[src/rtl/stage_operator_mixer_pkg.sv]
// Shared types for the operator output stage: operator IDs, the algorithm word
// fields this stage consumes, and the audio sample type.
package stage_operator_mixer_pkg;

  localparam int NUM_VOICE_OPERATORS     = 64;
  localparam int VOICE_OPERATOR_ID_WIDTH = $clog2(NUM_VOICE_OPERATORS);

  typedef logic [VOICE_OPERATOR_ID_WIDTH-1:0] VoiceOperatorID_t;

  typedef struct packed {
    logic IsCarrier;
  } AlgorithmWord_t;

  typedef logic signed [15:0] Sample_t;

  localparam VoiceOperatorID_t LAST_VOICE_OPERATOR = VoiceOperatorID_t'(NUM_VOICE_OPERATORS - 1);

endpackage

[src/rtl/stage_operator_mixer_buffer.sv]
// Modulation buffer: one 16-bit entry per voice operator, one write and one
// registered read per clock. A read that collides with a write sees the old entry.
module operator_output_buffer
  import stage_operator_mixer_pkg::*;
(
  input  logic             i_Clock,
  input  logic             i_Reset,
  input  logic             i_WriteEnable,
  input  VoiceOperatorID_t i_WriteAddr,
  input  Sample_t          i_WriteData,
  input  VoiceOperatorID_t i_ReadAddr,
  output Sample_t          o_ReadData
);

  Sample_t mem_q [NUM_VOICE_OPERATORS];
  Sample_t read_data_q;

  // Array kept free of reset so it maps onto a single block RAM.
  always_ff @(posedge i_Clock) begin
    if (i_WriteEnable) begin
      mem_q[i_WriteAddr] <= i_WriteData;
    end
  end

  always_ff @(posedge i_Clock or posedge i_Reset) begin
    if (i_Reset) begin
      read_data_q <= '0;
    end else begin
      read_data_q <= mem_q[i_ReadAddr];
    end
  end

  assign o_ReadData = read_data_q;

endmodule

[src/rtl/stage_operator_mixer.sv]
// Final stage: buffers every operator output for FM, sums carriers over one
// voice-operator frame and hands the scaled, saturated sum downstream.
module stage_operator_mixer
  import stage_operator_mixer_pkg::*;
#(
  parameter int ACC_WIDTH    = 24,
  parameter int OUTPUT_SHIFT = 3
) (
  input  logic             i_Clock,
  input  logic             i_Reset,
  input  VoiceOperatorID_t i_VoiceOperator,
  input  AlgorithmWord_t   i_AlgorithmWord,
  input  Sample_t          i_Waveform,
  input  VoiceOperatorID_t i_ModReadAddr,
  output Sample_t          o_ModReadData,
  output Sample_t          o_Sample,
  output logic             o_SampleValid,
  input  logic             i_SampleReady,
  output logic             o_SampleDropped,
  input  logic             i_ClearDropped
);

  typedef logic signed [ACC_WIDTH-1:0] acc_t;

  Sample_t wave_q;
  logic    carrier_q;
  logic    last_q;
  logic    stage1_valid_q;

  acc_t    acc_q, acc_d;
  acc_t    frame_sum_q, frame_sum_d;
  acc_t    contribution;
  logic    frame_done_q, frame_done_d;

  acc_t    shifted_sum;
  Sample_t mixed_sample;
  logic    drop;
  Sample_t sample_q, sample_d;
  logic    sample_valid_q, sample_valid_d;
  logic    dropped_q, dropped_d;

  function automatic Sample_t saturate(input acc_t value);
    if (value > acc_t'(32767)) begin
      return 16'sh7FFF;
    end else if (value < acc_t'(-32768)) begin
      return 16'sh8000;
    end
    return Sample_t'(value);
  endfunction

  operator_output_buffer u_buffer (
    .i_Clock       (i_Clock),
    .i_Reset       (i_Reset),
    .i_WriteEnable (1'b1),
    .i_WriteAddr   (i_VoiceOperator),
    .i_WriteData   (i_Waveform),
    .i_ReadAddr    (i_ModReadAddr),
    .o_ReadData    (o_ModReadData)
  );

  always_ff @(posedge i_Clock or posedge i_Reset) begin
    if (i_Reset) begin
      wave_q         <= '0;
      carrier_q      <= 1'b0;
      last_q         <= 1'b0;
      stage1_valid_q <= 1'b0;
    end else begin
      wave_q         <= i_Waveform;
      carrier_q      <= i_AlgorithmWord.IsCarrier;
      last_q         <= (i_VoiceOperator == LAST_VOICE_OPERATOR);
      stage1_valid_q <= 1'b1;
    end
  end

  always_comb begin
    contribution = carrier_q ? acc_t'(wave_q) : '0;
    acc_d        = acc_q;
    frame_sum_d  = frame_sum_q;
    frame_done_d = 1'b0;
    if (stage1_valid_q) begin
      if (last_q) begin
        frame_sum_d  = acc_q + contribution;
        acc_d        = '0;
        frame_done_d = 1'b1;
      end else begin
        acc_d = acc_q + contribution;
      end
    end
  end

  always_comb begin
    shifted_sum    = frame_sum_q >>> OUTPUT_SHIFT;
    mixed_sample   = saturate(shifted_sum);
    drop           = frame_done_q && sample_valid_q && !i_SampleReady;
    sample_d       = sample_q;
    sample_valid_d = sample_valid_q;
    dropped_d      = dropped_q;
    if (sample_valid_q && i_SampleReady) begin
      sample_valid_d = 1'b0;
    end
    if (frame_done_q && !drop) begin
      sample_d       = mixed_sample;
      sample_valid_d = 1'b1;
    end
    // A drop in the same cycle as a clear request keeps the flag set.
    if (drop) begin
      dropped_d = 1'b1;
    end else if (i_ClearDropped) begin
      dropped_d = 1'b0;
    end
  end

  always_ff @(posedge i_Clock or posedge i_Reset) begin
    if (i_Reset) begin
      acc_q          <= '0;
      frame_sum_q    <= '0;
      frame_done_q   <= 1'b0;
      sample_q       <= '0;
      sample_valid_q <= 1'b0;
      dropped_q      <= 1'b0;
    end else begin
      acc_q          <= acc_d;
      frame_sum_q    <= frame_sum_d;
      frame_done_q   <= frame_done_d;
      sample_q       <= sample_d;
      sample_valid_q <= sample_valid_d;
      dropped_q      <= dropped_d;
    end
  end

  assign o_Sample        = sample_q;
  assign o_SampleValid   = sample_valid_q;
  assign o_SampleDropped = dropped_q;

endmodule

[config.mk]
export PLATFORM = sky130hd
export DESIGN_NAME = stage_operator_mixer
export DESIGN_NICKNAME = d
export VERILOG_FILES = /design/src/rtl/stage_operator_mixer_pkg.sv /design/src/rtl/stage_operator_mixer_buffer.sv /design/src/rtl/stage_operator_mixer.sv
export SDC_FILE = /design/constraint.sdc
export NUM_CORES = 1
export LEC_CHECK = 0
export ABC_AREA = 0
export CAP_MARGIN = 20
export CORE_ASPECT_RATIO = 0.6
export CORE_UTILIZATION = 56
export DETAILED_ROUTE_END_ITERATION = 10
export HOLD_SLACK_MARGIN = 0.12
export PLACE_DENSITY_LB_ADDON = 0.08
export SLEW_MARGIN = 20
export SYNTH_ARGS = -nofsm -noshare
export SYNTH_HDL_FRONTEND = slang
export SYNTH_SLANG_ARGS = --single-unit
[constraint.sdc]
create_clock -name i_Clock -period 8.2 [get_ports i_Clock]
set_clock_uncertainty 0.1 [all_clocks]
set_input_delay 0.82 -clock i_Clock [delete_from_list [all_inputs] [get_ports i_Clock]]
set_output_delay 0.82 -clock i_Clock [all_outputs]
set_load 0.1 [all_outputs]
==> results of run 1 <==
power by group through the flow:
stage | sequential, mW | clock (mW) | combinational [mW]
after floorplan | 6.81 | 0 | 0.729
after global placement | 6.67 | 0 | 1.31
after detailed placement | 6.68 | 0 | 1.34
after CTS | 6.56 | 4.71 | 1.34
after global routing | 6.58 | 4.92 | 1.44
final | 6.56 | 4.65 | 1.35
cell usage after synthesis, types with 6 or more instances:
cell          n
and2_1       18
xnor2_1      13
dfrtp_1      99
nor2b_1      14
o2bb2ai_1    16
nand2_1      61
nand3b_1      7
nor2_1       88
inv_1         8
buf_1        13
o21ai_0      53
edfxtp_1   1024
a21oi_1      45
xor2_1       11
buf_2        29
nor3_1        7
nand2b_1      6
or3_1         7
a211oi_1     15
a22o_1        6
nand3_1       9
ha_1         16
mux2i_1      15
mux4_2      325
clkbuf_1     69
cells by family (layout without fill, tap and decap cells):
logic type,count (synthesis),count (layout),synth area share
other,1,3,0.00008571
adder cells (fa/ha/maj),17,17,0.005033
AO/OA/AOI/OAI,163,163,0.02325
multiplexers,343,343,0.1715
buffers and inverters,124,343,0.01190
AND/OR/NAND/NOR,227,227,0.02399
flip-flops,1123,1123,0.7594
XOR/XNOR,24,24,0.004804
through the flow:
stage | hold WS, ns | total power [mW] | area [sq um]
finish | 0.3827 | 12.55 | 49180
global route | 0.4060 | 12.94 | 49170
CTS | 0.3886 | 12.61 | 49130
detailed placement | 0.3714 | 8.017 | 45910
global placement | 0.3449 | 7.983 | 45910
floorplan | 0.3395 | 7.535 | 43750
registers in the layout, indices dropped and copies added, names as in the netlist, 16 cells and up:
register,cells
acc_q,24
frame_sum_q,21
o_Sample,16
u_buffer.mem_q,1024
u_buffer.o_ReadData,16
wave_q,16
routing by layer:
layer,wire length (um),GRT usage
met1,46900,0.4483
met2,44780,0.3706
met3,12140,0.07933
met4,1817,0.05415
met5,0,0
worst max-delay path, stage by stage, from the launching register on:
cell and delay [ns]:
dfrtp_1 0.68, and2_1 0.23, ha_1 0.28, and2_1 0.19, a221oi_2 0.25, a2111oi_0 0.15
a211oi_1 0.85, o21bai_1 0.37, xor2_1 0.51, o21ai_0 0.13
path summary, 6_finish.rpt:
kind                                 startpoint               to  slack (ns)  cells after the start
worst max-delay path                  carrier_q  frame_sum_q[15]        4.30                      9
worst min register to register  frame_sum_q[15]  frame_sum_q[15]        0.38                      2
max in group asynchronous               i_Reset         acc_q[7]        6.15                      3
worst min-delay path            frame_sum_q[15]  frame_sum_q[15]        0.38                      2
min in group asynchronous               i_Reset  frame_sum_q[13]        0.61                      2
worst max register to register        carrier_q  frame_sum_q[15]        4.30                      9
layout make-up:
| type | instances | area (sq um) |
|---|---|---|
| Antenna cell | 2 | 5.005 |
| Clock buffer | 129 | 2715 |
| Clock inverter | 55 | 500.5 |
| Fill cell | 5064 | 27240 |
| Inverter | 10 | 40.04 |
| Multi-Input combinational cell | 775 | 10130 |
| Sequential cell | 1123 | 33230 |
| Tap cell | 1040 | 1301 |
| Timing Repair Buffer | 149 | 1257 |
==> results list, run 1 <==
* Final Hold Viols: 0
* Setup Crit Path Kind: register to register
- Estimated wirelength of the detail-placed design: around 62000 um
- Counting I/O delays and the setup requirement, the final critical path takes roughly 3.9 ns.
* Layout cells sized above 1: 0.2825
- Global route total overflow: 0
- Proportion of register bits with asynchronous set or reset after synthesis: 0.08816
- Post-CTS timing repair inserted 0 buffers for setup.
- The final layout contains routed wiring with a total length of between 100000 and 150000 um.
- The initial utilization of the core area, before any placement, comes to 0.5726.
- The share of synthesized area in the top cell type comes to 0.7028.
- Once the clock tree was built, the resizer swapped 0 gates to a different size.
* Biggest fanout along the worst timing path: 16
- Compared with the post-synthesis result, the final layout area differs by 12.40%.
- Clock transition at the register clock pins on the worst setup and hold paths after CTS: roughly 0.06 ns
- Warning count from the yosys run: 0
- Via count of the first global-routing pass: 20990
- The max-slew violation count was 0.
* Critical path data required time: 8.60 ns
- The share of total power dissipated in sequential elements is 0.523.
- Nets in the synthesized netlist: 2072
* Die Y: roughly 220 um
* Max-cap check violation count: 0
- Gate power share: 0.107
* Prevailing post-synth register cell: edfxtp_1
- Total of flip-flops plus latches after synthesis: about 1100
- The longest clock path from root to sink contains 3 buffers.
* Timing-limited maximum frequency: between 0.2 and 0.3 GHz
- Yosys attributes the largest share of cell area to edfxtp_1 70%, mux4_2 17%, dfrtp_1 5.7%.
- Slew at the pin closest to its max-slew limit: around 1.1 ns
- GRT Overall Usage: 0.2748
- Setup violations remaining at the end of the flow were counted as 0.
- Die Area: between 70000 and 80000 sq um
- Number of top-level pins: 67
- First-pass GRT wire length: between 150000 and 200000 um
* Total iterations of the first detailed-routing run: 6
- Setup repair after global routing missed its margin: no
* Critical path endpoint category: register
- Summed over all cells, the static leakage comes to approximately 16 nW.
- Summed over all instances, the cell type with the most area after synthesis is edfxtp_1.
- Placer Congestion: between 0.8 and 0.9
- At the placement stage, the worst setup path has a slack of approximately 3.8 ns.
- After synthesis, the netlist uses a little under 50 different library cells.
- For this run, the post-layout net count is 2208.
* Slack of the critical path: around 4.3 ns
- Cell at the root of the clock tree: clkbuf_16
- Final worst path period share: 0.4753
- Switching power as a share of total power: 0.2427
- After technology mapping, the gate count stands at between 2000 and 2500.
- TritonCTS buffer count: a little under 100
- Power share of the clock group: 0.370
* Maximum number of pins on one net before global-route repair: roughly 90
- The routed layout has approximately 21000 vias.
* Filler-free cell count of the finished design: between 3000 and 4000
- Total placed cells including tap cells: approximately 3100
- CP Data Arrival Time: between 4 and 5 ns
- Classification of the worst-slack hold path: register to register
* Initial antenna violation count: 5
* Fin util: 0.6436
- Port buffering added between 60 and 70 buffers.
- The total area inside the core boundary comes to 76420 sq um.
- Clock latency on the worst-skew pair, taken at its later pin, is between 0.6 and 0.7 ns.
- Number of remaining DRC errors: 0
- TritonCTS clock tree: done
- Hold buffer count at cts: 0
- Die outline width: roughly 360 um
* Ratio of routed vias to standard cells: ~6.5
* Drt initial violations: between 3000 and 4000
- In this run the remaining antenna-violating nets after routing total 0.
* Wire length per cell after detailed routing: 32.18 um
- VDD IR-drop max: 0.1588 mV
* Mapped cell area: around 44000 sq um
* Cell Pwr Density: ~260 nW/um^2
* Worst Setup Start Kind: register
- Outcome: completed
- Internal power comes to between 9 and 10 mW.
- Rel. slew slack: 0.2653
- After floorplanning, the core was divided into 78 placement rows.
- Maximum level of the CTS H-tree: 3
* Mean Syn Cell Area: between 20 and 25 sq um
- In this run, synthesis inferred approximately 1000 flip-flops with an integrated enable.
* Switching power summed over all nets: 3.047 mW
- Final-layout setup total negative slack: 0 ns
- Most frequent cells in the layout: 1024 x edfxtp_1, 325 x mux4_2, 103 x clkbuf_16
- Sequential area share after synthesis: 0.7594
* Number of clock sinks: about 1100
* Most frequent standard cell in the layout excluding fill and tap cells: edfxtp_1
No activity file was read; power rests on OpenSTA's default activity.
==> run 2: changes to the inputs <==
==> constraint.sdc (replaced) <==
create_clock -name i_Clock -period 4 [get_ports i_Clock]
set_clock_uncertainty 0.1 [all_clocks]
set_input_delay 0.4 -clock i_Clock [delete_from_list [all_inputs] [get_ports i_Clock]]
set_output_delay 0.4 -clock i_Clock [all_outputs]
set_load 0.1 [all_outputs]
==> run 2 against run 1 <==
Die area unchanged. Count of clock-buffer cells in the layout down 7. Clock power up 100%. Combinational power up 100%. Critical path depth up 2. First-iteration DRC count down 11%. Register-to-register slack worse by 3.9 ns. Power up 100%. Sequential power up 110%. Sequential share of layout area down 0.70 points.
==> results list, run 2 (synthesis results as in run 1) <==
* Outcome: completed
- Classification of the worst-slack hold path: primary input to asynchronous set/reset pin
* Max-cap check violation count: 0
- The worst setup path is captured at a register.
* Reg area: 33230 sq um
* Overall routed net length: about 100000 um
- Number of nets in the final layout: between 2000 and 2500
- Die outline width: between 300 and 400 um
* Final worst path period share: 0.9002
- For the worst flop-to-flop path, the logic depth is 11.
* Max Transition Viols Final: 0
- The initial antenna violation count was 13.
- Summed over all cells, the static leakage comes to 16.09 nW.
- Once layout is done, the placed cells without fillers occupy slightly below 50000 sq um.
* Number of remaining DRC errors: 0
- The number of placed instances, taps included, is about 3100.
- The number of global-route vias before repair was 20890.
* Wire length per cell after detailed routing: roughly 31 um
- The largest registers in the layout are u_buffer.mem_q (1024), acc_q (24), frame_sum_q (21).
* Worst flop-to-flop path startpoint: carrier_q
- From synthesis to final layout, the design area changed by 13.58%.
* Global route total overflow: 0
* Setup repair after global routing missed its margin: no
- The routed design could run at a clock period as short as approximately 3.6 ns.
- Most frequent standard cell in the layout excluding fill and tap cells: edfxtp_1
* Cell at the root of the clock tree: clkbuf_16
- TritonCTS clock tree: done
* Timing-limited maximum frequency: about 0.28 GHz
- The count of final hold-check violations is 0.
- Most prevalent standard cell on the critical path: o21ai_0
* Ratio of routed vias to standard cells: 6.395
* Die Area: 79290 sq um
- Highest cell delay on the worst timing path: slightly above 0.6 ns
- STA puts the critical path data required time at around 4.4 ns.
- Drt initial violations: approximately 2900
- Final-layout setup total negative slack: 0 ns
- For the pin with the worst max-slew slack, the measured transition is approximately 1.0 ns.
- Core outline area: about 76000 sq um
* Filler-free cell count of the finished design: 3334
- Counting the fill cells in the layout gives 4997.
* Insertion delay to the later sink of the worst-skew pair: 0.68 ns
- Dividing total power by cell area gives a power density of 517.3 nW/um^2.
* Antenna violation net count after detailed routing: 0
* Largest delay contributor family on the critical path: compound AO/OA/AOI/OAI gates
* Maximum clock insertion buffer count: 3
- After clock tree synthesis, the clock-pin slew on the worst setup and hold paths is about 0.070 ns.
* First-pass GRT wire length: 150400 um
- VDD IR-drop max: roughly 0.45 mV
- Maximum level of the CTS H-tree: 3
- Setup Crit Path Kind: register to register
- Critical-path cell list: and2_1 > ha_1 > fa_1 > a211oi_1 > o21ai_0 > nand4_1 > a221oi_1 > mux2_2 > nor2b_1 > o21ai_0 > o31ai_1
- Highest-delay cell along the critical path: dfrtp_1
- Of all nets on the critical path, the largest fanout is 16.
* Largest register by flop count: u_buffer.mem_q
* Most frequent cells in the layout: 1024 x edfxtp_1, 325 x mux4_2, 123 x buf_4
- Data arrives at the worst endpoint at ~4 ns.
- Setup violations remaining at the end of the flow were counted as 0.
- Rel. slew slack: 0.3089
- The worst register-to-register path ends at acc_q[18].
- Via count of the routed design: between 20000 and 25000
* Combined area of the multi-input logic cells: just over 10000 sq um
* Maximum number of pins on one net before global-route repair: between 70 and 80
* Postcts setup bufs: 0
* Post-layout total power: 25.70 mW
- Placed inst area: roughly 46000 sq um
- Worst Setup Start Kind: register
- Number of stages on the worst setup path: 11
* Estimated wirelength of the detail-placed design: 64980 um
* Number of flip-flops in the largest register: 1024
- Buffers added on ports: 66
- Total iterations of the first detailed-routing run: 5
- Number of top-level pins: 67
- Die Y: around 220 um
- Effective utilization at floorplan: 0.5726
- Number of clock sinks: around 1100
- Counting both buffers and inverters, the worst setup path holds a total of 0.
- Number of placement rows: between 70 and 80
- At the end of the flow the core is filled with cells to 0.6503.
* GRT Overall Usage: 0.2723
* Layout cells sized above 1: 0.2936
* Placer Congestion: around 0.85
- R2R setup slack: about 0.4 ns
- TritonCTS created a little under 100 clock buffers.
run 2: cell count changes in the layout (fill, tap and decap cells not counted), sizes merged:
cell	previous run	this run
buf	104	150
bufinv	9	10
clkbuf	129	122
clkinv	41	42
dlygate4sd3	0	6
inv	9	13
run 2: report_power, final:
part           internal [mW]  switching, mW
Sequential              13.2          0.294
Combinational          0.999           1.77
Clock                   5.28           4.19
run 2: timing repair:
item | in CTS | in global routing
gates resized for setup | 0 | 0
hold buffers | 3 | 3
hold endpoints to repair | 23 | 3
run 2: metal layers:
layer	track usage	up-vias	part of all wire
met1	0.4357	11370	0.44
met5	0	-	0.00058
met2	0.3714	1018	0.43
met3	0.08562	150	0.11
li1	-	8779	-
met4	0.05274	10	0.017
run 2: layout make-up:
type / count / area share
sequential: 1123 / 0.6686
multi-input combinational: 775 / 0.2038
clock buffer: 122 / 0.05245
timing repair buffer: 201 / 0.03651
tap: 1040 / 0.02619
clock inverter: 61 / 0.01141
inverter: 10 / 0.0008561
antenna: 2 / 0.0001007
run 2: per-stage QoR:
stage,hold WS (ns),setup slack (ns)
after floorplan,0.3314,0.9096
after global placement,0.3516,0.5173
after detailed placement,0.3738,0.5392
after CTS,0.1379,0.4980
after global routing,0.1272,0.1578
final,0.1200,0.3992
run 2: worst max path at each step:
| stage | startpoint | end | slack (ns) |
|---|---|---|---|
| 6_report | carrier_q | acc_q[18] | 0.40 |
| 5_1_grt | carrier_q | acc_q[18] | 0.16 |
| 4_1_cts | carrier_q | acc_q[18] | 0.50 |
| 3_5_place_dp | carrier_q | acc_q[18] | 0.54 |
| 3_3_place_gp | carrier_q | acc_q[18] | 0.52 |
| 2_1_floorplan | i_Reset | acc_q[0] | 0.91 |
